### config.mk
export PLATFORM = sky130hd
export DESIGN_NAME = mem_port_arbiter_flat
export DESIGN_NICKNAME = d
export VERILOG_FILES = /design/src/rtl/mem_port_arbiter_if.sv /design/src/rtl/mem_port_arbiter.sv /design/src/flat_wrapper.sv
export SDC_FILE = /design/constraint.sdc
export NUM_CORES = 1
export LEC_CHECK = 0
export ABC_CLOCK_PERIOD_IN_PS = 1370
export CAP_MARGIN = 20
export CORE_AREA = 2 2 103 105
export CTS_BUF_LIST = sky130_fd_sc_hd__clkbuf_8
export DETAILED_ROUTE_END_ITERATION = 10
export DIE_AREA = 0 0 105 107
export DONT_BUFFER_PORTS = 1
export GPL_ROUTABILITY_DRIVEN = 0
export PLACE_DENSITY_LB_ADDON = 0.12
export SLEW_MARGIN = 30
export SYNTH_ARGS = -nofsm -noshare
export SYNTH_HDL_FRONTEND = slang
export SYNTH_SLANG_ARGS = --single-unit
### constraint.sdc
create_clock -name clk -period 1.37 [get_ports clk]
set_input_delay 0 -clock clk [delete_from_list [all_inputs] [get_ports clk]]
set_output_delay 0 -clock clk [all_outputs]
set_load 0.1 [all_outputs]
### src/rtl/mem_port_arbiter_if.sv
// Bundle of fetch, load/store and memory-side signals around the unified-RAM port arbiter.
// slave = arbiter view, master = requesters/memory view.
interface mem_port_arbiter_if;
  logic        if_req;
  logic [29:0] if_addr;
  logic        if_gnt;
  logic        if_rvalid;
  logic [31:0] if_rdata;

  logic        ls_req;
  logic        ls_we;
  logic [3:0]  ls_be;
  logic [29:0] ls_addr;
  logic [31:0] ls_wdata;
  logic        ls_gnt;
  logic        ls_rvalid;
  logic [31:0] ls_rdata;

  logic        mem_en;
  logic [3:0]  mem_we;
  logic [29:0] mem_addr;
  logic [31:0] mem_wdata;
  logic [31:0] mem_rdata;

  modport slave (
    input  if_req, if_addr,
    input  ls_req, ls_we, ls_be, ls_addr, ls_wdata,
    input  mem_rdata,
    output if_gnt, if_rvalid, if_rdata,
    output ls_gnt, ls_rvalid, ls_rdata,
    output mem_en, mem_we, mem_addr, mem_wdata
  );

  modport master (
    output if_req, if_addr,
    output ls_req, ls_we, ls_be, ls_addr, ls_wdata,
    output mem_rdata,
    input  if_gnt, if_rvalid, if_rdata,
    input  ls_gnt, ls_rvalid, ls_rdata,
    input  mem_en, mem_we, mem_addr, mem_wdata
  );
endinterface

### src/rtl/mem_port_arbiter.sv
// Single-port memory arbiter between instruction fetch and the LSU, with bounded LSU
// priority and a fixed-latency owner tag pipe that routes read responses back.
module mem_port_arbiter #(
  parameter int MEM_LAT    = 1,
  parameter int MAX_LS_RUN = 4
) (
  input  logic              clk,
  input  logic              rst_n,
  mem_port_arbiter_if.slave bus
);

  localparam logic [1:0] S_IDLE     = 2'd0;
  localparam logic [1:0] S_LS_RUN   = 2'd1;
  localparam logic [1:0] S_IF_FORCE = 2'd2;
  localparam logic [3:0] RUN_MAX    = 4'(MAX_LS_RUN);

  logic [1:0]         state_q, state_d;
  logic [3:0]         ls_run_q, ls_run_d;
  logic               arb_if, arb_ls;
  logic               gnt_if, gnt_ls;
  logic               push_vld, push_own;
  logic [MEM_LAT-1:0] tag_vld_q, tag_vld_d;
  logic [MEM_LAT-1:0] tag_own_q, tag_own_d;

  // Arbitration: LSU wins by default; after MAX_LS_RUN+1 back-to-back LSU grants
  // against a waiting fetch, the IF_FORCE state hands the next slot to fetch.
  always_comb begin
    state_d  = state_q;
    ls_run_d = ls_run_q;
    arb_if   = 1'b0;
    arb_ls   = 1'b0;
    case (state_q)
      S_IDLE: begin
        ls_run_d = '0;
        if (bus.ls_req) begin
          arb_ls = 1'b1;
          if (bus.if_req) state_d = S_LS_RUN;
        end else begin
          arb_if = bus.if_req;
        end
      end
      S_LS_RUN: begin
        if (!bus.ls_req) begin
          arb_if   = bus.if_req;
          state_d  = S_IDLE;
          ls_run_d = '0;
        end else if (!bus.if_req) begin
          arb_ls   = 1'b1;
          state_d  = S_IDLE;
          ls_run_d = '0;
        end else if (ls_run_q < RUN_MAX) begin
          arb_ls   = 1'b1;
          ls_run_d = ls_run_q + 4'd1;
          if (ls_run_q + 4'd1 == RUN_MAX) state_d = S_IF_FORCE;
        end else begin
          arb_if   = 1'b1;
          state_d  = S_IDLE;
          ls_run_d = '0;
        end
      end
      S_IF_FORCE: begin
        arb_if   = bus.if_req;
        state_d  = S_IDLE;
        ls_run_d = '0;
      end
      default: begin
        state_d  = S_IDLE;
        ls_run_d = '0;
      end
    endcase
  end

  always_ff @(posedge clk or negedge rst_n) begin
    if (!rst_n) begin
      state_q  <= S_IDLE;
      ls_run_q <= '0;
    end else begin
      state_q  <= state_d;
      ls_run_q <= ls_run_d;
    end
  end

  // Grants are forced low while reset is asserted, independent of requests.
  assign gnt_if = arb_if & rst_n;
  assign gnt_ls = arb_ls & rst_n;

  assign bus.if_gnt    = gnt_if;
  assign bus.ls_gnt    = gnt_ls;
  assign bus.mem_en    = gnt_if | gnt_ls;
  assign bus.mem_we    = (gnt_ls && bus.ls_we) ? bus.ls_be : 4'b0000;
  assign bus.mem_addr  = gnt_ls ? bus.ls_addr : bus.if_addr;
  assign bus.mem_wdata = bus.ls_wdata;

  // Tag pipe: one entry per memory slot, so the tail lines up with mem_rdata.
  assign push_vld = gnt_if | (gnt_ls & ~bus.ls_we);
  assign push_own = gnt_ls;

  always_comb begin
    tag_vld_d    = tag_vld_q;
    tag_own_d    = tag_own_q;
    tag_vld_d[0] = push_vld;
    tag_own_d[0] = push_own;
    for (int i = 1; i < MEM_LAT; i++) begin
      tag_vld_d[i] = tag_vld_q[i-1];
      tag_own_d[i] = tag_own_q[i-1];
    end
  end

  always_ff @(posedge clk or negedge rst_n) begin
    if (!rst_n) begin
      tag_vld_q <= '0;
      tag_own_q <= '0;
    end else begin
      tag_vld_q <= tag_vld_d;
      tag_own_q <= tag_own_d;
    end
  end

  assign bus.if_rvalid = tag_vld_q[MEM_LAT-1] & ~tag_own_q[MEM_LAT-1];
  assign bus.ls_rvalid = tag_vld_q[MEM_LAT-1] &  tag_own_q[MEM_LAT-1];
  assign bus.if_rdata  = bus.mem_rdata;
  assign bus.ls_rdata  = bus.mem_rdata;

endmodule

### src/flat_wrapper.sv
// flat-port wrapper written by rule: the top's interface ports become plain ports
module mem_port_arbiter_flat 
#(
  parameter int MEM_LAT    = 1,
  parameter int MAX_LS_RUN = 4
)
  (clk, rst_n, bus_if_req, bus_if_addr, bus_ls_req, bus_ls_we, bus_ls_be, bus_ls_addr, bus_ls_wdata, bus_mem_rdata, bus_if_gnt, bus_if_rvalid, bus_if_rdata, bus_ls_gnt, bus_ls_rvalid, bus_ls_rdata, bus_mem_en, bus_mem_we, bus_mem_addr, bus_mem_wdata);
  mem_port_arbiter_if bus_i ();
  input  logic clk;
  input  logic rst_n;
  input wire logic [$bits(bus_i.if_req)-1:0] bus_if_req;
  input wire logic [$bits(bus_i.if_addr)-1:0] bus_if_addr;
  input wire logic [$bits(bus_i.ls_req)-1:0] bus_ls_req;
  input wire logic [$bits(bus_i.ls_we)-1:0] bus_ls_we;
  input wire logic [$bits(bus_i.ls_be)-1:0] bus_ls_be;
  input wire logic [$bits(bus_i.ls_addr)-1:0] bus_ls_addr;
  input wire logic [$bits(bus_i.ls_wdata)-1:0] bus_ls_wdata;
  input wire logic [$bits(bus_i.mem_rdata)-1:0] bus_mem_rdata;
  output wire logic [$bits(bus_i.if_gnt)-1:0] bus_if_gnt;
  output wire logic [$bits(bus_i.if_rvalid)-1:0] bus_if_rvalid;
  output wire logic [$bits(bus_i.if_rdata)-1:0] bus_if_rdata;
  output wire logic [$bits(bus_i.ls_gnt)-1:0] bus_ls_gnt;
  output wire logic [$bits(bus_i.ls_rvalid)-1:0] bus_ls_rvalid;
  output wire logic [$bits(bus_i.ls_rdata)-1:0] bus_ls_rdata;
  output wire logic [$bits(bus_i.mem_en)-1:0] bus_mem_en;
  output wire logic [$bits(bus_i.mem_we)-1:0] bus_mem_we;
  output wire logic [$bits(bus_i.mem_addr)-1:0] bus_mem_addr;
  output wire logic [$bits(bus_i.mem_wdata)-1:0] bus_mem_wdata;
  assign bus_i.if_req = bus_if_req;
  assign bus_i.if_addr = bus_if_addr;
  assign bus_i.ls_req = bus_ls_req;
  assign bus_i.ls_we = bus_ls_we;
  assign bus_i.ls_be = bus_ls_be;
  assign bus_i.ls_addr = bus_ls_addr;
  assign bus_i.ls_wdata = bus_ls_wdata;
  assign bus_i.mem_rdata = bus_mem_rdata;
  assign bus_if_gnt = bus_i.if_gnt;
  assign bus_if_rvalid = bus_i.if_rvalid;
  assign bus_if_rdata = bus_i.if_rdata;
  assign bus_ls_gnt = bus_i.ls_gnt;
  assign bus_ls_rvalid = bus_i.ls_rvalid;
  assign bus_ls_rdata = bus_i.ls_rdata;
  assign bus_mem_en = bus_i.mem_en;
  assign bus_mem_we = bus_i.mem_we;
  assign bus_mem_addr = bus_i.mem_addr;
  assign bus_mem_wdata = bus_i.mem_wdata;
  mem_port_arbiter #(.MEM_LAT(MEM_LAT), .MAX_LS_RUN(MAX_LS_RUN)) u_core (.clk(clk), .rst_n(rst_n), .bus(bus_i));
endmodule
==> results.toml <==
[clocking]
number_of_clock_buffers_inserted_by_tritoncts = 3
cts.clk_slew.worst_paths_ns = 0.04
cts_sinks = 8
clk_path_buf_depth = 2
clock-root-buffer = "sky130_fd_sc_hd__clkbuf_8"
clock_tree_from_tritoncts = "yes"
clock_insertion_delay_worst_skew_ns = 0.22
cts-htree-levels = 1

[routing]
drt_pass_1_iters = 2
drt_drc_violations_left = 0
drt-initial-drc-count = 27
detail-route-antenna-nets = 0
wl_per_cell_um = 14.5
finalWirelength_um = 3420
post_drt_via_cell_ratio = 3.25
vias = 768

[worst_hold_path]
hold_path.startpoint = "bus_ls_wdata[18]"
min_delay_worst_endpoint = "bus_mem_wdata[18]"
holdCritPathClass = "in2out"
depth_of_the_worst_hold_timing_path = 0

[grt]
first_pass_grt_wire_length_um = 4660
global_route.overflow_total = 0
globalRouteTotalUtil = 0.0537
grt_max_degree = 12
number_of_antenna_violations_at_the_first_check_in_global_routing = 0
via_count_of_the_first_global_routing_pass = 794

[setup_path]
crit_path_cell_trace = "and2b_2 > o211ai_4 > buf_12 > buf_16 > mux2_4"
critPathKind = "reg2out"
critical_path.endpoint_type = "output pin"
largest_fanout_on_the_critical_path = 6
cp.arrival_ns = 1.66
r2r_end = "u_core.tag_vld_q$_DFF_PN0_"
crit_path_start_kind = "register"
critical_path.slowest_cell = "sky130_fd_sc_hd__mux2_4"
ff2ff_setup_slack_ns = -0.15
critical-path-top-delay-family = "multiplexers"
crit_buf_inv = 2
critical_r2r_launch = "u_core.state_q[1]$_DFFE_PN0P_"
endpoint_required_time_on_the_critical_path_ns = 1.37
cpPeakStageDelay_ns = 0.43
rr_worst_depth = 6

[layout]
syn_to_final_growth_pct = -6.24
drive_gt1_frac = 0.720
num_antenna_cells = 0
utilization = 0.143
num-nets-final = 237

[synthesis]
yosys_warning_count = 0
synth_top_cells_by_count = "96 x sky130_fd_sc_hd__buf_4, 26 x sky130_fd_sc_hd__mux2_2, 8 x sky130_fd_sc_hd__dfrtp_1"
synth_area_leader_cell = "sky130_fd_sc_hd__buf_4"
most_common_cell_in_the_netlist = "sky130_fd_sc_hd__buf_4"
synth.area.top_cells = "sky130_fd_sc_hd__buf_4 47%, sky130_fd_sc_hd__mux2_2 19%, sky130_fd_sc_hd__dfrtp_1 13%"
post_synth_inst_count = 171
synth-edff-count = 0
syn_area_um2 = 1540
synth.distinct_cells = 26
asyncSetResetFlopFracSynth = 1.00
synth_top_cell_area_share = 0.467
most_common_flop_cell_mapped_by_yosys = "sky130_fd_sc_hd__dfrtp_1"
synth-seq-area-share = 0.130
synth_seq_cells = 8
postSynthAreaPerCell_um2 = 9.03
mappedNetlistNets = 306

[timing]
timing_hold_violations_final = 0
setup_slack_ns = -0.292
post-route-period-util = 1.21
finalClockSkew_ns = 0.000775
slew_violations = 0
timing.final.crit_period_ns = 1.66
max_freq_ghz = 0.602
report.final.setup_viol = 39
rsz_0062_raised_after_global_routing = "true"

[floorplan]
die_y_um = 107
initial_core_utilization = 0.153
die_w_um = 105
core_um2 = 10100
num_rows = 37
number_of_placed_i_o_pins = 268
total_die_area_um2 = 11200

[place]
place.detailed.hpwl_um = 2820
place_worst_setup_slack_ns = -0.104
buffer_ports.inserted = 0

[power]
peakVddDrop_mv = 0.317
p_leak_nw = 0.666
power_density_nw_per_um2 = 1020

[status]
run_status = "complete, but fails checks"
violations = "negative setup slack"

[flow_run]
drv_cap = 0
==> power breakdown <==
group | switching, mW | internal [mW]
clock | 0.0884 | 0.190
sequential | 0.00515 | 0.245
combinational | 0.717 | 0.232
==> how the worst max path moves through the flow <==
stage,slack [ns],from,cells after the start,to
finish,-0.29,u_core.state_q[1]$_DFFE_PN0P_,5,bus_mem_addr[1]
global route,-0.34,u_core.state_q[1]$_DFFE_PN0P_,5,bus_mem_addr[17]
CTS,-0.32,u_core.state_q[1]$_DFFE_PN0P_,5,bus_mem_addr[1]
floorplan,-0.36,u_core.ls_run_q[2]$_DFF_PN0_,4,bus_mem_we[0]
global placement,-0.07,u_core.state_q[1]$_DFFE_PN0P_,5,bus_mem_addr[0]
detailed placement,-0.10,u_core.state_q[1]$_DFFE_PN0P_,5,bus_mem_addr[0]
==> kinds of logic (layout without fill, tap and decap cells) <==
logic type | after synthesis | in the layout | synth area share
AO/OA/AOI/OAI | 7 | 7 | 0.0430
XOR/XNOR | 1 | 1 | 0.00567
adder cells (fa/ha/maj) | 2 | 2 | 0.0162
buffers and inverters | 102 | 31 | 0.496
flip-flops | 8 | 8 | 0.130
multiplexers | 30 | 30 | 0.229
other | 1 | 1 | 0.00243
AND/OR/NAND/NOR | 20 | 20 | 0.0786
==> timing repair <==
action	4_1_cts	5_1_grt
hold buffers	2	0
gates cloned	2	0
buffers inserted	4	4
pin swaps	4	3
resized for setup	6	2
setup endpoints to repair	37	40
hold endpoints to repair	9	0
==> through the flow <==
| step | setup TNS, ns | hold WS (ns) | power [mW] | instances | instance area [um2] |
|---|---|---|---|---|---|
| floorplan | -2.41 | -0.296 | 2.39 | 171 | 1670 |
| finish | -9.20 | 0.0000385 | 1.48 | 236 | 1450 |
| global placement | -0.259 | -0.295 | 1.15 | 222 | 1250 |
| CTS | -9.89 | 0.000681 | 1.49 | 232 | 1410 |
| detailed placement | -0.506 | -0.295 | 1.15 | 222 | 1250 |
| global route | -11.61 | 0.000143 | 1.53 | 236 | 1450 |
==> worst register-to-register path: stages (launching register included) <==
cell                      delay, ns
sky130_fd_sc_hd__dfrtp_1       0.33
sky130_fd_sc_hd__and2b_2       0.24
sky130_fd_sc_hd__buf_4         0.14
sky130_fd_sc_hd__a221o_2       0.40
sky130_fd_sc_hd__buf_4         0.16
sky130_fd_sc_hd__buf_4         0.12
sky130_fd_sc_hd__o21ai_1       0.06
==> layer usage <==
| layer | vias up | track usage | share of wire |
|---|---|---|---|
| li1 | 327 | - | - |
| met2 | 79 | 0.0937 | 0.51 |
| met5 | - | 0 | 0 |
| met4 | 0 | 0.0124 | 0.0073 |
| met3 | 8 | 0.0322 | 0.14 |
| met1 | 354 | 0.0551 | 0.34 |
==> area by class of cell <==
| class | instances | area, um2 |
|---|---|---|
| fill | 1154 | 8640 |
| sequential | 8 | 200 |
| multi-input combinational | 61 | 709 |
| clock buffer | 3 | 41.3 |
| timing repair buffer | 25 | 308 |
| tap | 136 | 170 |
| inverter | 3 | 18.8 |
==> state kept, by name (all words and copies together), names as in the netlist <==
name	count
u_core.ls_run_q	4
u_core.state_q	2
u_core.tag_own_q	1
u_core.tag_vld_q	1
==> placed cells by master, fill, tap and decap left out, types with 2 or more instances in the layout <==
master	Yosys	layout
sky130_fd_sc_hd__mux2_4	4	30
sky130_fd_sc_hd__ha_1	2	2
sky130_fd_sc_hd__buf_16	0	2
sky130_fd_sc_hd__dfrtp_1	8	8
sky130_fd_sc_hd__and3_4	0	4
sky130_fd_sc_hd__clkinvlp_4	0	2
sky130_fd_sc_hd__nor2_1	4	4
sky130_fd_sc_hd__clkbuf_8	0	3
sky130_fd_sc_hd__nand2_2	0	2
sky130_fd_sc_hd__buf_4	96	15
sky130_fd_sc_hd__buf_12	0	6
sky130_fd_sc_hd__dlygate4sd3_1	0	2
(Power assumes the default switching activity.)
